===== config.mk =====
export PLATFORM = sky130hd
export DESIGN_NAME = toy_vmtx_store
export DESIGN_NICKNAME = d
export VERILOG_FILES = /design/src/rtl/toy_vmtx_store_pkg.sv /design/src/rtl/toy_vmtx_store.sv
export SDC_FILE = /design/constraint.sdc
export NUM_CORES = 1
export LEC_CHECK = 0
export CAP_MARGIN = 20
export CELL_PAD_IN_SITES_DETAIL_PLACEMENT = 1
export CELL_PAD_IN_SITES_GLOBAL_PLACEMENT = 1
export CORE_MARGIN = 3
export CORE_UTILIZATION = 36
export DETAILED_ROUTE_END_ITERATION = 16
export GPL_ROUTABILITY_DRIVEN = 0
export PLACE_DENSITY_LB_ADDON = 0.08
export SETUP_SLACK_MARGIN = 0.15
export SYNTH_ARGS = -nofsm -noshare
export SYNTH_HDL_FRONTEND = slang
export SYNTH_SLANG_ARGS = --single-unit

===== constraint.sdc =====
create_clock -name clk -period 3.4 [get_ports clk]
set_input_delay 0.34 -clock clk [delete_from_list [all_inputs] [get_ports clk]]
set_output_delay 0.34 -clock clk [all_outputs]
set_load 0.01 [all_outputs]

===== src/rtl/toy_vmtx_store_pkg.sv =====
// rtl/toy_vmtx_store_pkg.sv - shared types for the matrix store engine
package toy_vmtx_store_pkg;

  localparam int V_ELEMENT_NUM        = 4;
  localparam int SHARE_MEM_ADDR_WIDTH = 32;
  localparam int V_REG_WIDTH          = 32;
  localparam int V_REG_IDX_WIDTH      = 5;

  typedef enum logic [4:0] {
    V_OPC_MTX_STORE = 5'b00010
  } opcode_mtx_e;

  typedef struct packed {
    logic [V_REG_IDX_WIDTH-1:0]      vs_idx;
    logic [SHARE_MEM_ADDR_WIDTH-1:0] base_addr;
    logic [SHARE_MEM_ADDR_WIDTH-1:0] stride;
  } vmtx_store_cmd_t;

  typedef enum logic [2:0] {
    IDLE,
    RD,
    CAP,
    REQ,
    WACK,
    DONE
  } vst_state_e;

endpackage


===== src/rtl/toy_vmtx_store.sv =====
// rtl/toy_vmtx_store.sv - MTX_STORE engine: VRF rows to shared-memory writes
// One vreg per row; the row address advances by stride on each accepted write.
module toy_vmtx_store
  import toy_vmtx_store_pkg::*;
#(
  parameter int ELEM_NUM  = V_ELEMENT_NUM,
  parameter int ADDR_W    = SHARE_MEM_ADDR_WIDTH,
  parameter int DATA_W    = V_REG_WIDTH,
  parameter int REG_IDX_W = V_REG_IDX_WIDTH
) (
  input  logic                 clk,
  input  logic                 rst_n,
  input  logic                 cmd_vld,
  output logic                 cmd_rdy,
  input  logic [REG_IDX_W-1:0] cmd_vs_idx,
  input  logic [ADDR_W-1:0]    cmd_base_addr,
  input  logic [ADDR_W-1:0]    cmd_stride,
  output logic                 vrf_rd_en,
  output logic [REG_IDX_W-1:0] vrf_rd_idx,
  input  logic [DATA_W-1:0]    vrf_rd_data,
  output logic                 mem_req_vld,
  input  logic                 mem_req_rdy,
  output logic [ADDR_W-1:0]    mem_req_addr,
  output logic [DATA_W-1:0]    mem_req_data,
  input  logic                 mem_ack_vld,
  output logic                 busy,
  output logic                 done_vld,
  output logic                 err
);

  localparam int               REQ_W    = $clog2(ELEM_NUM + 1);
  localparam logic [REQ_W-1:0] CNT_FULL = REQ_W'(ELEM_NUM);
  localparam logic [REQ_W-1:0] CNT_LAST = REQ_W'(ELEM_NUM - 1);

  vst_state_e           state_q;
  logic [REQ_W-1:0]     elem_cnt_q;
  logic [REQ_W-1:0]     ack_cnt_q;
  logic [REQ_W-1:0]     ack_cnt_d;
  logic [ADDR_W-1:0]    stride_q;
  logic [ADDR_W-1:0]    addr_q;
  logic [REG_IDX_W-1:0] rd_idx_q;
  logic [DATA_W-1:0]    hold_q;
  logic                 vrf_rd_en_q;
  logic                 mem_req_vld_q;
  logic                 done_vld_q;
  logic                 cmd_rdy_q;
  logic                 busy_q;
  logic                 err_q;
  logic                 ack_take;
  logic                 ack_bad;
  logic                 last_elem;

  // Acks count in any active state until the full count is reached; anything else is stray.
  assign ack_take  = mem_ack_vld && (state_q != IDLE) && (ack_cnt_q != CNT_FULL);
  assign ack_bad   = mem_ack_vld && !ack_take;
  assign ack_cnt_d = ack_cnt_q + REQ_W'(ack_take);
  assign last_elem = (elem_cnt_q >= CNT_LAST);

  always_ff @(posedge clk or negedge rst_n) begin
    if (!rst_n) begin
      state_q       <= IDLE;
      elem_cnt_q    <= '0;
      ack_cnt_q     <= '0;
      stride_q      <= '0;
      addr_q        <= '0;
      rd_idx_q      <= '0;
      hold_q        <= '0;
      vrf_rd_en_q   <= 1'b0;
      mem_req_vld_q <= 1'b0;
      done_vld_q    <= 1'b0;
      cmd_rdy_q     <= 1'b1;
      busy_q        <= 1'b0;
      err_q         <= 1'b0;
    end else begin
      ack_cnt_q <= ack_cnt_d;
      err_q     <= err_q | ack_bad;
      unique case (state_q)
        IDLE: begin
          if (cmd_vld) begin
            stride_q    <= cmd_stride;
            addr_q      <= cmd_base_addr;
            rd_idx_q    <= cmd_vs_idx;
            elem_cnt_q  <= '0;
            ack_cnt_q   <= '0;
            vrf_rd_en_q <= 1'b1;
            cmd_rdy_q   <= 1'b0;
            busy_q      <= 1'b1;
            state_q     <= RD;
          end
        end
        RD: begin
          vrf_rd_en_q <= 1'b0;
          state_q     <= CAP;
        end
        CAP: begin
          hold_q        <= vrf_rd_data;
          mem_req_vld_q <= 1'b1;
          state_q       <= REQ;
        end
        REQ: begin
          if (mem_req_rdy) begin
            mem_req_vld_q <= 1'b0;
            elem_cnt_q    <= elem_cnt_q + 1'b1;
            if (!last_elem) begin
              addr_q      <= addr_q + stride_q;
              rd_idx_q    <= rd_idx_q + 1'b1;
              vrf_rd_en_q <= 1'b1;
              state_q     <= RD;
            end else if (ack_cnt_d == CNT_FULL) begin
              done_vld_q <= 1'b1;
              state_q    <= DONE;
            end else begin
              state_q <= WACK;
            end
          end
        end
        WACK: begin
          if (ack_cnt_d == CNT_FULL) begin
            done_vld_q <= 1'b1;
            state_q    <= DONE;
          end
        end
        DONE: begin
          done_vld_q <= 1'b0;
          cmd_rdy_q  <= 1'b1;
          busy_q     <= 1'b0;
          state_q    <= IDLE;
        end
        default: state_q <= IDLE;
      endcase
    end
  end

  assign cmd_rdy      = cmd_rdy_q;
  assign busy         = busy_q;
  assign vrf_rd_en    = vrf_rd_en_q;
  assign vrf_rd_idx   = rd_idx_q;
  assign mem_req_vld  = mem_req_vld_q;
  assign mem_req_addr = addr_q;
  assign mem_req_data = hold_q;
  assign done_vld     = done_vld_q;
  assign err          = err_q;

endmodule


==> reports/qor.yml, run 1 <==
outcome: "complete, no violations"
coreArea_um2: 17600
finalHoldViolCount: 0
max_freq_mhz: 354
cts_resized: 0
via_count: 6150
grt_pass1_wl_um: 35200
die_h_um: 141
clockPowerShare: 0.168
ys_ff_latch: 116
synth_seq_area_share: 0.440
cts-buffers-inserted: 17
intPower_w: 0.00576
grtUsageTotal: 0.218
seqPwrFrac: 0.253
syn_inst: 731
worstPathArrival_ps: 3180
synthToLayoutAreaGrowth_pct: 39.3
cts_tree: "built"
synth_area_leaders: "dfrtp_1, nand2_1, ha_1, a21oi_1, mux2_2"
switching_share: 0.440
path_class: "reg -> reg"
clk_pin_slew_ps: 60
syn_area_um2: 6600
layout.nets: 1045
grt_max_degree: 79
tns_ps: 0
synthArstFlopShare: 1.00
r2r_start: "mem_req_addr[0]$_DFFE_PN0P_"
synthDistinctLibCells: 60
htree_num_levels: 4
slew_headroom: 0.630
firstDrtPassIters: 5
wl_um: 21300
power.switching_w: 0.00452
synth-edff-count: 0
drc: 0
clock_skew_ps: 8.10
start_util: 0.375
drv_cap: 0
io_pins: 181
yosysWarnings: 0
ff2ff_path_depth: 12
antenna_found_initial: 2
power_leakage_nw: 4.10
grt_pass1_vias: 6687
die_x_um: 141
setup_violations: 0
total_power_w: 0.0103
fill_cells: 2022
slew_violations: 0
synth_top_flop_cell: "dfrtp_1"
dieArea_um2: 20000
yosysTopAreaCellShare: 0.436
layout-drive-gt1-share: 0.107
ant_nets: 0
dpl.hpwl_um: 15400
insertion_delay_ps: 420
portBuffers: 180
synth_fp_nets: 874
worstSetupStartpointType: "register"
clockBufferDepth: 2
powerDensity_nw_per_um2: 1120
yosysTopAreaCell: "dfrtp_1"
via_per_inst: 5.39
rr_endpoint: "mem_req_addr[30]$_DFFE_PN0P_"
endpoint_kind: "register"
routedWlPerCell_um: 18.7
hp-class: "in -> async"
rsz0062_at_grt: "false"
dr.first_iter.drc_count: 311
cp.required_ps: 3760
root_buffer: "clkbuf_16"
power_frac_comb: 0.580
num_rows: 48
r2r_setup_slack_ps: 580
antenna_cells: 0
peakVddDrop_v: 0.000602
finalCriticalPeriod_ps: 2820
overflow: 0
avgSynthCellArea_um2: 9.03
cts.sinks: 116
fin_crit_sh: 0.831
crit_fanout: 4
worstMarginPinSlew_ps: 555
## cell usage after synthesis, types with 2 or more instances
cell      count
o211ai_1      2
mux2i_1       4
nand2b_1      5
nor2_1       48
nand4_1      11
ha_1         36
mux2_2       33
a21oi_1      79
a21o_1       19
o21ai_2       4
buf_1         2
a211o_1       2
o21bai_1      3
o21ai_1       5
buf_2        19
o21a_1        5
nor3b_1       4
a21oi_2       2
nand3_1      16
o22ai_1       2
nor2b_1       6
xnor2_1      15
nand2_1     143
dfrtp_1     115
xor2_1        7
a211oi_1      7
and4_1        2
inv_1        11
a221o_1       2
and3_1       13
or3_1         2
clkbuf_1     21
and2_1        5
nor3_1       14
a31oi_1       9
o21ai_0      34
## state kept, by name (all words and copies together) (netlist names)
signal / cells
ack_cnt_q: 3
busy: 1
cmd_rdy: 1
done_vld: 1
elem_cnt_q: 3
err: 1
mem_req_addr: 32
mem_req_data: 32
mem_req_vld: 1
state_q: 3
stride_q: 32
vrf_rd_en: 1
vrf_rd_idx: 5
## cells by family (layout without fill, tap and decap cells)
| family | Yosys count | in the layout | share of synthesized area |
|---|---|---|---|
| AND/OR/NAND/NOR | 277 | 277 | 0.188 |
| AO/OA/AOI/OAI | 189 | 189 | 0.176 |
| flip-flops | 116 | 116 | 0.440 |
| buffers and inverters | 53 | 237 | 0.0337 |
| adder cells (fa/ha/maj) | 37 | 37 | 0.0713 |
| multiplexers | 37 | 37 | 0.0624 |
| XOR/XNOR | 22 | 22 | 0.0292 |
## cell type report
type,instances,area [µm²],share of cell area
Timing Repair Buffer,194,1930,0.209
Sequential cell,116,2900,0.316
Tap cell,225,282,0.0306
Inverter,11,41.3,0.00449
Multi-Input combinational cell,562,3490,0.379
Clock inverter,15,133,0.0144
Clock buffer,17,425,0.0463
## worst max path at each step
| stage | start | endpoint | cells after the start |
|---|---|---|---|
| after floorplan | mem_req_addr[0]$_DFFE_PN0P_ | mem_req_addr[20]$_DFFE_PN0P_ | 12 |
| after global placement | mem_req_rdy | vrf_rd_idx[0]$_DFFE_PN0P_ | 8 |
| after detailed placement | state_q[0]$_DFFE_PN0P_ | vrf_rd_idx[0]$_DFFE_PN0P_ | 8 |
| after CTS | state_q[1]$_DFFE_PN0P_ | vrf_rd_idx[0]$_DFFE_PN0P_ | 8 |
| after global routing | mem_req_addr[0]$_DFFE_PN0P_ | mem_req_addr[30]$_DFFE_PN0P_ | 12 |
| final | mem_req_addr[0]$_DFFE_PN0P_ | mem_req_addr[30]$_DFFE_PN0P_ | 12 |
## power by group through the flow
stage | Combinational [W] | Clock (W) | Sequential [W]
floorplan | 0.00370 | 0 | 0.00265
global route | 0.00662 | 0.00183 | 0.00269
global placement | 0.00575 | 0 | 0.00257
finish | 0.00596 | 0.00172 | 0.00260
detailed placement | 0.00594 | 0 | 0.00262
CTS | 0.00600 | 0.00177 | 0.00261
## metrics by stage
step	utilization	instances	setup slack, ps	area, µm²	hold slack, ps
after floorplan	-	731	900	6600	44.4
after global placement	0.490	1106	643	8610	361
after detailed placement	0.490	1106	578	8610	358
after CTS	0.522	1139	571	9180	431
after global routing	0.523	1140	300	9200	446
final	0.523	1140	576	9200	439
## worst max-delay path, stage by stage, from the launching register on
cell	delay (ps)
dfrtp_1	370
ha_1	180
inv_1	60
fa_1	390
nor2b_1	200
o21ai_2	90
a21oi_2	200
o2111ai_2	190
o21ai_1	330
o21a_1	260
o31ai_2	100
nor4b_1	250
a211o_1	140
## cells in the final DEF, fill, tap and decap left out, drive strengths merged, types with 5 or more instances in the layout
| cell type | netlist | layout |
|---|---|---|
| clkdlybuf4s50 | 0 | 179 |
| nand2 | 143 | 143 |
| dfrtp | 115 | 115 |
| a21oi | 81 | 81 |
| nor2 | 49 | 49 |
| o21ai | 43 | 43 |
| ha | 36 | 36 |
| mux2 | 33 | 33 |
| inv | 11 | 21 |
| a21o | 19 | 19 |
| clkbuf | 21 | 17 |
| nand3 | 17 | 17 |
| xnor2 | 15 | 15 |
| nor3 | 14 | 14 |
| buf | 21 | 14 |
| and3 | 13 | 13 |
| nand4 | 11 | 11 |
| a31oi | 10 | 10 |
| a211oi | 8 | 8 |
| xor2 | 7 | 7 |
| nor2b | 6 | 6 |
| nand2b | 5 | 5 |
| o21a | 5 | 5 |
| and2 | 5 | 5 |
## per-layer routing
metal / global-route usage / vias to the layer above / routed length (µm)
met2: 0.373 / 153 / 10600
met5: 0 / - / 27
met1: 0.274 / 3057 / 9180
met3: 0.0576 / 20 / 1240
li1: - / 2916 / -
met4: 0.0571 / 4 / 231
## repair_timing
action | 4_1_cts | 5_1_grt
hold buffers | 1 | 0
endpoints found under the hold margin | 38 | 0
setup buffers | 0 | 0
Note: power is estimated with default switching activity, not from simulation.
==> run 2: changes to the inputs <==
--- a/config.mk
+++ b/config.mk
@@ -9,7 +9,7 @@
 export CELL_PAD_IN_SITES_DETAIL_PLACEMENT = 1
 export CELL_PAD_IN_SITES_GLOBAL_PLACEMENT = 1
 export CORE_MARGIN = 3
-export CORE_UTILIZATION = 36
+export CORE_UTILIZATION = 33
 export DETAILED_ROUTE_END_ITERATION = 16
 export GPL_ROUTABILITY_DRIVEN = 0
 export PLACE_DENSITY_LB_ADDON = 0.08
==> constraint.sdc (replaced) <==
create_clock -name clk -period 2.5 [get_ports clk]
set_input_delay 0.25 -clock clk [delete_from_list [all_inputs] [get_ports clk]]
set_output_delay 0.25 -clock clk [all_outputs]
set_load 0.01 [all_outputs]
==> run 2 against run 1 <==
Net effect: the run now ends with negative setup slack left; clock-buffer cell count unchanged; clock power increased by 44%; final cell count increased by 8.7%; clock skew about the same; combinational power increased by 73%; die area increased by 8.7%.
==> reports/qor.yml, run 2 (same netlist as run 1, synthesis figures left out) <==
outcome: "finished with violations"
failed_checks: "negative setup slack"
dieArea_um2: 21700  # +8.7%
grt_pass1_vias: 7185  # +7.4%
power.switching_w: 0.00707  # +56%
slew_violations: 0  # unchanged
clk_pin_slew_ps: 60  # about the same
multiInputGateArea_um2: 3950  # +13%
slew_headroom: 0.559  # -0.0711
worstSetupStartpointType: "register"
start_util: 0.338  # -0.0371
intPower_w: 0.00932  # +62%
total_power_w: 0.0164  # +59%
synthToLayoutAreaGrowth_pct: 55.0
cts.sinks: 116  # unchanged
antenna_found_initial: 0  # -2
clockBufferDepth: 2  # unchanged
seqPwrFrac: 0.218  # -0.035
coreArea_um2: 19500  # +11%
clockPowerShare: 0.151  # -0.017
cts_tree: "built"
peakVddDrop_v: 0.000624  # +3.7%
mostFrequentLayoutCell: "clkdlybuf4s50_1"
place_area_um2: 9010  # +4.6%
endpoint_kind: "register"
finalCriticalPeriod_ps: 2640  # -184 ps
setup_ws_ps: -141  # -716 ps
die_h_um: 147  # +4.3%
clock_skew_ps: 8.46  # +0.357 ps
switching_share: 0.431  # -0.00849
post-route-util: 0.524  # +0.00141
finalHoldViolCount: 0  # unchanged
setup_violations: 6  # +6
fill_cells: 2188  # +8.2%
worstMarginPinSlew_ps: 662  # +107 ps
drc: 0  # unchanged
post-route-cell-area_um2: 10200  # +11%
htree_num_levels: 4  # unchanged
ant_nets: 0  # unchanged
dr.first_iter.drc_count: 202  # -35%
power_leakage_nw: 4.47  # +9.2%
grt_pass1_wl_um: 37400  # +6.3%
layout.nets: 1104  # +5.6%
root_buffer: "clkbuf_16"
via_count: 6370  # +3.6%
die_x_um: 147  # +4.3%
layout-drive-gt1-share: 0.218  # +0.111
max_freq_mhz: 379  # +7.0%
antenna_cells: 0  # unchanged
insertion_delay_ps: 430  # about the same
overflow: 0  # unchanged
rsz0062_at_grt: "true"
path_class: "reg -> reg"
cts-buffers-inserted: 17  # unchanged
grt_max_degree: 49  # -38%
power_frac_comb: 0.631  # +0.051
firstDrtPassIters: 4  # -1
hp-class: "in -> reg"
wl_um: 23000  # +8.1%
grtUsageTotal: 0.212  # -0.00593
fin_crit_sh: 1.06  # +0.226
regArea_um2: 2900  # unchanged
dpl.hpwl_um: 16100  # +4.6%
powerDensity_nw_per_um2: 1600  # +43%
cp.required_ps: 2800  # -960 ps
portBuffers: 180  # unchanged
routedWlPerCell_um: 18.6  # -0.53%
drv_cap: 0  # unchanged
layout_common_cells: "clkdlybuf4s50_1, nand2_1, dfrtp_1, a21oi_1, buf_4"
crit_fanout: 3  # -1
worstPathArrival_ps: 2940  # -240 ps
io_pins: 181  # unchanged
num_rows: 51  # +6.3%
via_per_inst: 5.14  # -4.7%
[run 2: power groups by stage]
stage               Sequential [W]  Combinational, W  Clock [W]
detailed placement         0.00349           0.00892          0
CTS                        0.00351           0.00946    0.00253
floorplan                  0.00360           0.00507          0
finish                     0.00357            0.0103    0.00247
global placement           0.00343           0.00867          0
global route               0.00371            0.0113    0.00261
[run 2: worst max-delay path: stages (launching register included)]
cell and delay (ps):
dfrtp_1 370, ha_2 200, inv_2 40, fa_2 360, nor2b_4 140, o21ai_2 70
a21oi_2 160, o2111ai_2 210, o21a_1 250, o21a_1 200, o21ai_2 190, mux2i_1 230
nand3_1 90
[run 2: worst paths after layout]
path	startpoint	slack, ps	cells past startpoint	to
min reg2reg	mem_req_vld$_DFFE_PN0P_	480	1	mem_req_vld$_DFFE_PN0P_
max	stride_q[0]$_DFFE_PN0P_	-140	12	mem_req_addr[20]$_DFFE_PN0P_
min	cmd_stride[27]	350	3	stride_q[27]$_DFFE_PN0P_
min in group asynchronous	rst_n	390	2	stride_q[7]$_DFFE_PN0P_
max reg2reg	stride_q[0]$_DFFE_PN0P_	-140	12	mem_req_addr[20]$_DFFE_PN0P_
max in group asynchronous	rst_n	1310	3	cmd_rdy$_DFFE_PN1P_
[run 2: timing repair]
action | 4_1_cts | 5_1_grt
endpoints found under the hold margin | 43 | 0
pin swaps | 13 | 38
endpoints found under the setup margin | 17 | 31
buffers inserted | 5 | 14
hold buffers | 1 | 0
resized for setup | 28 | 51
[run 2: metal layers]
layer | global-route usage | part of all wire | up-vias
met4 | 0.0531 | 0.016 | 0
li1 | - | - | 3028
met1 | 0.265 | 0.43 | 3165
met5 | 0 | 0 | -
met2 | 0.363 | 0.50 | 155
met3 | 0.0622 | 0.059 | 22
[run 2: cell type report]
class,count,share of cell area
multi-input cells,562,0.385
flip-flops and latches,116,0.284
repair buffers,253,0.237
clock buffers,17,0.0416
well taps,265,0.0324
clock inverters,15,0.0156
inverters,11,0.00403
[run 2: stage by stage]
| step | hold slack, ps | cells | TNS [ps] | worst slack (ps) |
|---|---|---|---|---|
| floorplan | -45.6 | 731 | 0 | 59.5 |
| global placement | 309 | 1187 | 0 | 15.7 |
| detailed placement | 307 | 1187 | -199 | -57.2 |
| CTS | 331 | 1225 | -157 | -72.6 |
| global route | 353 | 1239 | -1860 | -310 |
| finish | 348 | 1239 | -420 | -141 |
==> run 3: changes to the inputs <==
--- a/config.mk
+++ b/config.mk
@@ -10,6 +10,7 @@
 export CELL_PAD_IN_SITES_GLOBAL_PLACEMENT = 1
 export CORE_MARGIN = 3
 export CORE_UTILIZATION = 33
+export CTS_CLUSTER_DIAMETER = 30
 export DETAILED_ROUTE_END_ITERATION = 16
 export GPL_ROUTABILITY_DRIVEN = 0
 export PLACE_DENSITY_LB_ADDON = 0.08
==> results of run 3 <==
Same layout as run 2: the final DEF is identical, and so are final timing and power.
